--- config.mk ---
export PLATFORM = sky130hd
export DESIGN_NAME = mem_stage
export DESIGN_NICKNAME = d
export VERILOG_FILES = /design/src/rtl/mem_stage.sv
export SDC_FILE = /design/constraint.sdc
export NUM_CORES = 1
export LEC_CHECK = 0
export CORE_MARGIN = 2
export CORE_UTILIZATION = 36
export CTS_CLUSTER_SIZE = 30
export DETAILED_ROUTE_END_ITERATION = 10
export MAX_ROUTING_LAYER = met4
export PLACE_DENSITY_LB_ADDON = 0.1
export SETUP_SLACK_MARGIN = 0.4
export SYNTH_ARGS = -nofsm -noshare
export SYNTH_HDL_FRONTEND = slang
export SYNTH_SLANG_ARGS = --single-unit
--- constraint.sdc ---
create_clock -name clk -period 1.75 [get_ports clk]
set_input_delay 0.175 -clock clk [delete_from_list [all_inputs] [get_ports clk]]
set_output_delay 0.175 -clock clk [all_outputs]
set_load 0.02 [all_outputs]
--- src/rtl/mem_stage.sv ---
// Memory-access stage of the RV32 pipeline: data-memory handshake, store lane steering,
// load extraction and the MEM/WB register. Optional MEM_MISALIGN_CHECK_EN adds misalign_o.
module mem_stage #(
  parameter int DATA_W = 32,
  parameter int REG_W  = 5
) (
  input  logic              clk,
  input  logic              rst,
  input  logic              ex_valid,
  input  logic              ex_reg_wr,
  input  logic              ex_dm2reg,
  input  logic              ex_mem_rd,
  input  logic              ex_mem_wr,
  input  logic [2:0]        ex_funct3,
  input  logic [REG_W-1:0]  ex_rd_addr,
  input  logic [DATA_W-1:0] ex_alu_out,
  input  logic [DATA_W-1:0] ex_rs2_data,
  output logic              dm_req,
  output logic [3:0]        dm_we,
  output logic [DATA_W-1:0] dm_addr,
  output logic [DATA_W-1:0] dm_wdata,
  input  logic              dm_ack,
  input  logic [DATA_W-1:0] dm_rdata,
  output logic              stall_o,
  output logic              wb_reg_wr,
  output logic              wb_dm2reg,
  output logic [REG_W-1:0]  wb_rd_addr,
  output logic [DATA_W-1:0] wb_rd_data,
  output logic [DATA_W-1:0] wb_dm_out
`ifdef MEM_MISALIGN_CHECK_EN
  ,
  output logic              misalign_o
`endif
);

  typedef enum logic {IDLE = 1'b0, WAIT = 1'b1} state_t;

  state_t            state_reg, state_next;
  logic              mem_op, mem_go, is_store, is_load, misalign, load_done;
  logic [1:0]        lane;
  logic [7:0]        rd_bytes [4];
  logic [7:0]        ld_byte;
  logic [15:0]       ld_half;
  logic [DATA_W-1:0] ld_ext;

  assign lane     = ex_alu_out[1:0];
  assign mem_op   = ex_valid & (ex_mem_rd | ex_mem_wr);
  // A simultaneous load+store is treated as a store.
  assign is_store = ex_mem_wr;
  assign is_load  = ex_mem_rd & ~ex_mem_wr;

`ifdef MEM_MISALIGN_CHECK_EN
  assign misalign = mem_op & (((ex_funct3[1:0] == 2'b01) & lane[0]) |
                              ((ex_funct3[1:0] == 2'b10) & (lane != 2'b00)));
`else
  assign misalign = 1'b0;
`endif

  assign mem_go    = mem_op & ~misalign;
  assign stall_o   = mem_go & ~dm_ack;
  assign load_done = mem_go & is_load & dm_ack;
  assign dm_addr   = {ex_alu_out[DATA_W-1:2], 2'b00};

  always_comb begin
    state_next = state_reg;
    dm_req     = 1'b0;
    case (state_reg)
      IDLE: begin
        dm_req = mem_go;
        if (mem_go && !dm_ack) state_next = WAIT;
      end
      WAIT: begin
        dm_req = 1'b1;
        if (dm_ack) state_next = IDLE;
      end
      default: state_next = IDLE;
    endcase
  end

  always_comb begin
    dm_we    = 4'b0000;
    dm_wdata = ex_rs2_data;
    case (ex_funct3)
      3'b000: begin
        dm_wdata = {4{ex_rs2_data[7:0]}};
        if (mem_go && is_store) dm_we = 4'b0001 << lane;
      end
      3'b001: begin
        dm_wdata = {2{ex_rs2_data[15:0]}};
        if (mem_go && is_store) dm_we = 4'b0011 << {lane[1], 1'b0};
      end
      3'b010: begin
        if (mem_go && is_store) dm_we = 4'b1111;
      end
      default: dm_we = 4'b0000;
    endcase
  end

  for (genvar gi = 0; gi < 4; gi++) begin : g_lane
    assign rd_bytes[gi] = dm_rdata[8*gi +: 8];
  end

  assign ld_byte = rd_bytes[lane];
  assign ld_half = lane[1] ? dm_rdata[31:16] : dm_rdata[15:0];

  always_comb begin
    ld_ext = '0;
    case (ex_funct3)
      3'b000:  ld_ext = {{(DATA_W-8){ld_byte[7]}}, ld_byte};
      3'b100:  ld_ext = {{(DATA_W-8){1'b0}}, ld_byte};
      3'b001:  ld_ext = {{(DATA_W-16){ld_half[15]}}, ld_half};
      3'b101:  ld_ext = {{(DATA_W-16){1'b0}}, ld_half};
      3'b010:  ld_ext = dm_rdata;
      default: ld_ext = '0;
    endcase
  end

  always_ff @(posedge clk) begin
    if (rst) begin
      state_reg  <= IDLE;
      wb_reg_wr  <= 1'b0;
      wb_dm2reg  <= 1'b0;
      wb_rd_addr <= '0;
      wb_rd_data <= '0;
      wb_dm_out  <= '0;
    end else begin
      state_reg <= state_next;
      if (stall_o) begin
        wb_reg_wr <= 1'b0;
      end else begin
        wb_reg_wr  <= ex_valid & ex_reg_wr & ~misalign;
        wb_dm2reg  <= ex_dm2reg;
        wb_rd_addr <= ex_rd_addr;
        wb_rd_data <= ex_alu_out;
        if (load_done) wb_dm_out <= ld_ext;
      end
    end
  end

`ifdef MEM_MISALIGN_CHECK_EN
  always_ff @(posedge clk) begin
    if (rst) misalign_o <= 1'b0;
    else     misalign_o <= misalign;
  end
`endif

endmodule

* Word level (Yosys, flattened, before mapping)
Index checks and enable logic that the tools add are counted.
** Storage, ports and cells
- Bits in registers :: 72
- Input bits :: 112
- Output and inout port bits :: 141
- Word-level logic and storage cells :: 45
** Operators by class
- Order comparisons :: 1
- Eq/ne operators :: 4
- Shift operators :: 2
- Multiplexer cells :: 14
- Bitwise gates (word level) :: 12
- Reductions and logical operators :: 6
** Operators with widths (number)
- $pmux W32 S5 :: 1
- $pmux W32 S2 :: 1
- $bmux W8 S2 :: 1
- $mux W16 :: 1
- $mux W8 :: 2
- $mux W4 :: 3
- $pmux W4 S3 :: 1
- $and A1 B1 Y1 :: 6
- $eq A3 B3 Y1 const B :: 2
- $not A1 Y1 :: 4
- $pmux W1 S2 :: 2
- $shl A1 B2 Y4 const A :: 1
- $shl A2 B2 Y4 const A :: 1
- $eq A3 B1 Y1 const B :: 1
- $eq A3 B2 Y1 const B :: 1
- $ge A3 B3 Y1 const B :: 1
- $logic_not A3 Y1 :: 1
- $not A2 Y3 :: 1
- $logic_and A1 B1 Y1 :: 2
- $mux W1 :: 2
- $reduce_and A2 Y1 :: 1
- $reduce_or A2 Y1 :: 1
- $logic_not A1 Y1 :: 1
- $or A1 B1 Y1 :: 1

* Logic depth before layout (Yosys ltp)
Gate-level depths: netlist of the first run.
- Word-level depth :: 5
- Mapped depth :: 6
- Mapped depth without buffers :: 5

* Least setup slack after synthesis of the first run
Ideal clock, no wire load.
- Path type :: input-to-output
- Start point :: input port ex_funct3[1]
- End point :: output port dm_wdata[30]
- Arrival :: 1310 ps
- Data required time :: 1575 ps
- Path slack :: 265 ps
- Stages :: 5
- Path buffers :: 2
- Cells stage by stage :: buf_6 nor2_1 clkbuf_1 nor2_1 a21oi_1
** On the way
- Word-level cells in the longest chain between the ends :: 2
- Elaborated cells on any way between the ends :: 3
- Those cells by class :: 1 x eq/ne; 1 x mux; 1 x reduce/logical
** RTL lines
- start: declaration :: RTL line 14 : input logic [2:0] ex_funct3,
- $eq A3 B1 Y1 or $logic_not A3 Y1 (tied branches) :: RTL line 83 : case (ex_funct3)
- $pmux W32 S2 * :: RTL line 83
- end: declaration :: RTL line 21 : output logic [DATA_W-1:0] dm_wdata,
Mark *: on every way between the ends. The rest lies on a longest branch, timed or not.

* Worst setup path in the final report of the first run
- Start point :: input port ex_funct3[1]
- End point :: output port dm_wdata[17]
Same word-level chain as after synthesis.

==> flow_summary.ini, run 1 <==
[logic_synthesis]
synth_cells = 426
yosys_warnings = 0
postSynthAreaPerCell_um2 = 8.620
synth.distinct_cells = 38
ys_ff_latch = 72
syn_area_um2 = 3672
yosysSeqAreaShare_pct = 39.25

[pwr]
p_sw_mw = 1.275
p_clk_share_pct = 32.5
power_leakage_nw = 3.168
ir_worst_vdd_uv = 376.6
netSwitchingFraction_pct = 28.70
powerDensity_nw_per_um2 = 666.9
p_int_mw = 3.167
seq_power_share_pct = 39.0
p_comb_share_pct = 28.5

[clocking]
cts_max_level = 3
clk_latency_ns = 0.34
cts.sinks = 72
cts_tree = yes
postCtsHoldBufs = 0
cts_root_buf = clkbuf_8
path_clk_slew_ns = 0.07
cts_buffers = 9
clock_path_buffers = 2

[worst_hold_path]
hp-class = input pin to flip-flop
hold_end = state_reg
worstHoldStart = dm_ack
hold_path_depth = 3

[run]
cap_violations = 0

[sta]
rsz0062_at_grt = true
final-setup-viol-count = 0
slew_violations = 0
hold_slack_ns = 0.2561
tightest_slew_ns = 0.5095
slew_headroom_pct = 65.88
hold_viol = 0
period_needed_ns = 1.367
final.period_utilization_pct = 78.11
skew_ns = 0
finalWorstSetupSlack_ns = 0.3830
max_freq_mhz = 731.5
fin_setup_tns_ns = 0

[drt]
vias = 4049
antenna_left = 0
wire_per_inst_um = 16.11
drt-vias-per-instance = 5.011
drt_iter0_markers = 159
drt_wl_total_um = 13020
drc_errors = 0
first_pass_iters = 4

[cells_and_area]
n_fill_cell = 865
layoutNonFillerInstCount = 808
final_cell_mix = dlygate4sd2_1, clkdlybuf4s50_1, nand2_1
area_delta_synth_final_pct = 81.40
reg.largest.list = wb_dm_out (32), wb_rd_data (32), wb_rd_addr (5)
final_common_cell = dlygate4sd2_1
drive_gt1_share_pct = 22.59
num-nets-final = 780

[worst_setup_path]
crit_top_cell = buf_6
rrSetupSlack_ns = 0.98
worstReg2RegEnd = wb_dm_out[22]
cp-start-kind = input pin
required_ns = 1.57
cp_max_fo = 6
crit_arrival_ns = 1.19
worstReg2RegStart = wb_dm_out[22]
critical_path.cell_chain = buf_8 > nor2_4 > buf_6 > buf_12 > buf_6 > mux2_4 > buf_6
crit_type = input pin to primary output
slowest_stage = mux2_4
cp_slowest_stage_delay_ns = 0.29
end_kind = primary output
r2r_cells = 1

[placed_design]
place_congestion = 0.8038
dp_slack_ns = -0.4287
dp_cells = 777
io_buffers = 250
dpl.hpwl_um = 9593

[global_route]
first_global_vias = 4052
grt_max_degree = 41
grt_util_all_layers_pct = 23.68
antenna_found_initial = 2
grt_pass1_wl_um = 20400
grt_overflow = 0

[run_status]
status = completed

[floorplanning]
io_pins = 253
die_h_um = 105
die_w_um = 105
initial_core_util_pct = 37.40
core_um2 = 9819
die_area_um2 = 11030
num_rows = 36
[cell type report]
type | count | area (um2) | share of cell area [%]
diodes | 2 | 5.005 | 0.07513
clock buffers | 9 | 123.9 | 1.860
clock inverters | 7 | 95.09 | 1.427
inverters | 3 | 11.26 | 0.1690
multi-input cells | 280 | 1896 | 28.46
flip-flops and latches | 72 | 1441 | 21.64
well taps | 133 | 166.4 | 2.498
repair buffers | 302 | 2923 | 43.88
[synth_stat cells]
cell / instances / share of area, %
clkbuf_1: 13 / 1.3
a22oi_1: 7 / 1.4
inv_1: 3 / 0.31
nor2_1: 16 / 1.6
nor2b_1: 4 / 0.68
conb_1: 1 / 0.10
nor2_2: 1 / 0.17
mux2i_1: 9 / 2.5
mux4_1: 1 / 0.72
or3_1: 1 / 0.17
a221o_1: 17 / 4.6
and2_1: 2 / 0.34
buf_4: 40 / 8.2
and2b_1: 6 / 1.2
o2111a_2: 1 / 0.34
clkbuf_2: 1 / 0.14
nand2_1: 88 / 9.0
nand4b_1: 2 / 0.48
a21oi_1: 49 / 6.7
buf_1: 1 / 0.10
nor3b_4: 1 / 0.51
mux2_2: 23 / 7.1
o21ai_1: 8 / 1.1
dfxtp_1: 72 / 39
nor3b_1: 1 / 0.20
a31o_2: 1 / 0.24
a211oi_1: 1 / 0.20
nor3_1: 1 / 0.14
or2_2: 1 / 0.17
nor3_4: 1 / 0.44
a221oi_1: 8 / 1.9
buf_2: 12 / 1.6
mux2_4: 1 / 0.41
nand2b_1: 2 / 0.34
o21ai_0: 10 / 1.4
a32oi_1: 7 / 1.7
buf_6: 6 / 1.8
a21o_1: 7 / 1.4
[worst max-delay path by stage]
stage / startpoint / endpoint / slack [ns] / cells past startpoint
floorplan: ex_alu_out[1] / wb_dm_out[21] / 0.38 / 5
global placement: ex_funct3[2] / dm_wdata[18] / -0.39 / 5
detailed placement: ex_funct3[2] / dm_wdata[19] / -0.43 / 5
CTS: ex_funct3[2] / dm_wdata[20] / 0.35 / 7
global route: ex_funct3[1] / dm_wdata[17] / 0.35 / 7
finish: ex_funct3[1] / dm_wdata[17] / 0.38 / 7
[per-stage QoR]
stage / total power, mW / utilization (%) / area, um2
2_1_floorplan: 2.371 / - / 3725
3_3_place_gp: 3.016 / 63.93 / 6277
3_5_place_dp: 3.032 / 63.93 / 6277
4_1_cts: 4.477 / 66.99 / 6578
5_1_grt: 4.632 / 67.84 / 6661
6_report: 4.442 / 67.84 / 6661
[power groups by stage]
| stage | sequential (mW) | combinational, mW | clock (mW) |
|---|---|---|---|
| 2_1_floorplan | 1.85 | 0.517 | 0 |
| 3_3_place_gp | 1.77 | 1.24 | 0 |
| 3_5_place_dp | 1.77 | 1.26 | 0 |
| 4_1_cts | 1.73 | 1.25 | 1.50 |
| 5_1_grt | 1.74 | 1.34 | 1.55 |
| 6_report | 1.73 | 1.26 | 1.45 |
[critical path: cells and delay by family]
kind	cells	cell delay [ns]
buf+inv	5	0.57
mux	1	0.29
simple gates	1	0.15
[timing repair]
action                                  CTS  global route
endpoints found under the setup margin  210            42
gates cloned                              5             0
pin swaps                                 8             2
setup buffers                             7             1
gates resized for setup                 313            33
[layer usage]
layer / vias up / track usage (%) / share of wire, %
li1: 1944 / - / -
met1: 1904 / 25.47 / 39
met2: 177 / 41.09 / 51
met3: 24 / 7.299 / 7.9
met4: 0 / 8.476 / 2.1
met5: - / - / 0
[cells by family after synthesis]
kind of cell           Yosys count  share of synthesized area (%)
and+or+nand+nor                127                          15.50
other                            1                         0.1021
buffers and inverters           76                          13.53
DFF                             72                          39.25
muxes                           34                          10.63
AOI/OAI and AO/OA              116                          20.99
No activity file was read; power rests on OpenSTA's default activity.
==> run 2, diff against run 1 <==
==> constraint.sdc (replaced) <==
create_clock -name clk -period 1.4 [get_ports clk]
set_input_delay 0.14 -clock clk [delete_from_list [all_inputs] [get_ports clk]]
set_output_delay 0.14 -clock clk [all_outputs]
set_load 0.02 [all_outputs]
==> flow_summary.ini, run 2 (synthesis results as in run 1) <==
[worst_setup_path]
cp_max_fo = 5
r2r_cells = 3
crit_type = input pin to primary output
end_kind = primary output
crit_arrival_ns = 1.07
cp-start-kind = input pin
critical_path.cell_chain = buf_8 > nor3_4 > buf_6 > mux2_4 > buf_6
crit_top_cell = buf_6
slowest_stage = mux2_4
required_ns = 1.26
cp_slowest_stage_delay_ns = 0.31

[clocking]
path_clk_slew_ns = 0.08
cts.sinks = 72
cts_tree = yes
cts_buffers = 9
cts_max_level = 3
clk_latency_ns = 0.34
postCtsHoldBufs = 0
cts_root_buf = clkbuf_8
clock_path_buffers = 2

[placed_design]
dp_slack_ns = -0.7407
dp_cells = 794
dpl.hpwl_um = 10380
place_congestion = 0.8823
io_buffers = 250
placed_area_um2 = 6518

[drt]
drt_wl_total_um = 14800
first_pass_iters = 4
drt_iter0_markers = 174
antenna_left = 0
vias = 4242
wire_per_inst_um = 17.77
drc_errors = 0
drt-vias-per-instance = 5.092

[worst_hold_path]
hp-class = input pin to flip-flop
hold_path_depth = 3

[global_route]
first_global_vias = 4084
antenna_found_initial = 1
grt_overflow = 0
grt_max_degree = 41
grt_pass1_wl_um = 21390
grt_util_all_layers_pct = 25.06

[pwr]
p_total_mw = 5.832
ir_worst_vdd_uv = 618.4
powerDensity_nw_per_um2 = 822.7
power_leakage_nw = 3.267

[cells_and_area]
layoutNonFillerInstCount = 833
num-nets-final = 806
stdcell_area_um2 = 7089
area_delta_synth_final_pct = 93.05
drive_gt1_share_pct = 54.36
n_fill_cell = 774
reg.largest.list = wb_dm_out (32), wb_rd_data (32), wb_rd_addr (5)
final_common_cell = buf_4
final_cell_mix = buf_4, nand2_1, clkdlybuf4s50_1

[sta]
tightest_slew_ns = 0.5639
hold_viol = 0
slew_headroom_pct = 62.24
finalWorstSetupSlack_ns = 0.1873
max_freq_mhz = 824.6
fin_setup_tns_ns = 0
slew_violations = 0
rsz0062_at_grt = true
skew_ns = 0
final-setup-viol-count = 0
period_needed_ns = 1.213
final.period_utilization_pct = 86.62

[floorplanning]
io_pins = 253
num_rows = 36
die_w_um = 105
die_area_um2 = 11030
core_um2 = 9819
die_h_um = 105
initial_core_util_pct = 37.40

[run_status]
status = completed

[run]
cap_violations = 0
[run 2: final cells by class]
cell class,instances,area [um2],area share [%]
Antenna cell,1,2.502,0.03530
Clock buffer,9,123.9,1.747
Clock inverter,7,102.6,1.447
Inverter,3,13.76,0.1941
Multi-Input combinational cell,280,2187,30.85
Sequential cell,72,1505,21.23
Tap cell,133,166.4,2.347
Timing Repair Buffer,328,2988,42.15
[run 2: worst max-delay path: cells and delay by family]
| family | cells | cell delay, ns |
|---|---|---|
| and+or+nand+nor | 1 | 0.21 |
| buffers and inverters | 3 | 0.40 |
| muxes | 1 | 0.31 |
[run 2: layer usage]
metal	part of all wire (%)	GRT usage [%]	up-vias	wire, um
met5	0	-	-	0
met4	1.7	7.333	0	251
met2	52	43.23	207	7703
met1	39	27.97	2010	5730
met3	7.5	7.486	20	1115
li1	-	-	2005	-
[run 2: stage by stage]
stage | hold slack [ns] | util, %
6_report | 0.07064 | 72.20
4_1_cts | 0.04322 | 68.51
3_5_place_dp | 0.4437 | 66.37
3_3_place_gp | 0.4360 | 66.37
5_1_grt | 0.06247 | 72.20
2_1_floorplan | 0.2161 | -
[run 2: path summary, 6_finish.rpt]
path	start	end	slack (ns)
hold reg to reg	wb_rd_data[1]	wb_rd_data[1]	0.45
setup / recovery	ex_funct3[0]	dm_wdata[15]	0.19
setup reg to reg	wb_dm_out[2]	wb_dm_out[2]	0.58
hold / removal	ex_valid	wb_reg_wr	0.07
[run 2: what timing repair did]
action	4_1_cts	5_1_grt
resized for setup	781	119
endpoints found under the hold margin	0	0
buffers inserted	9	10
gates cloned	2	1
setup endpoints to repair	211	149
pin swaps	23	16
[run 2: where the power goes]
part           leakage [nW]  total [mW]  internal (mW)  switching [mW]
clock network         0.116        1.88           1.03           0.853
logic                  2.54        1.77          0.914           0.854
registers             0.612        2.18           2.14          0.0438
total                  3.27        5.83           4.08            1.75
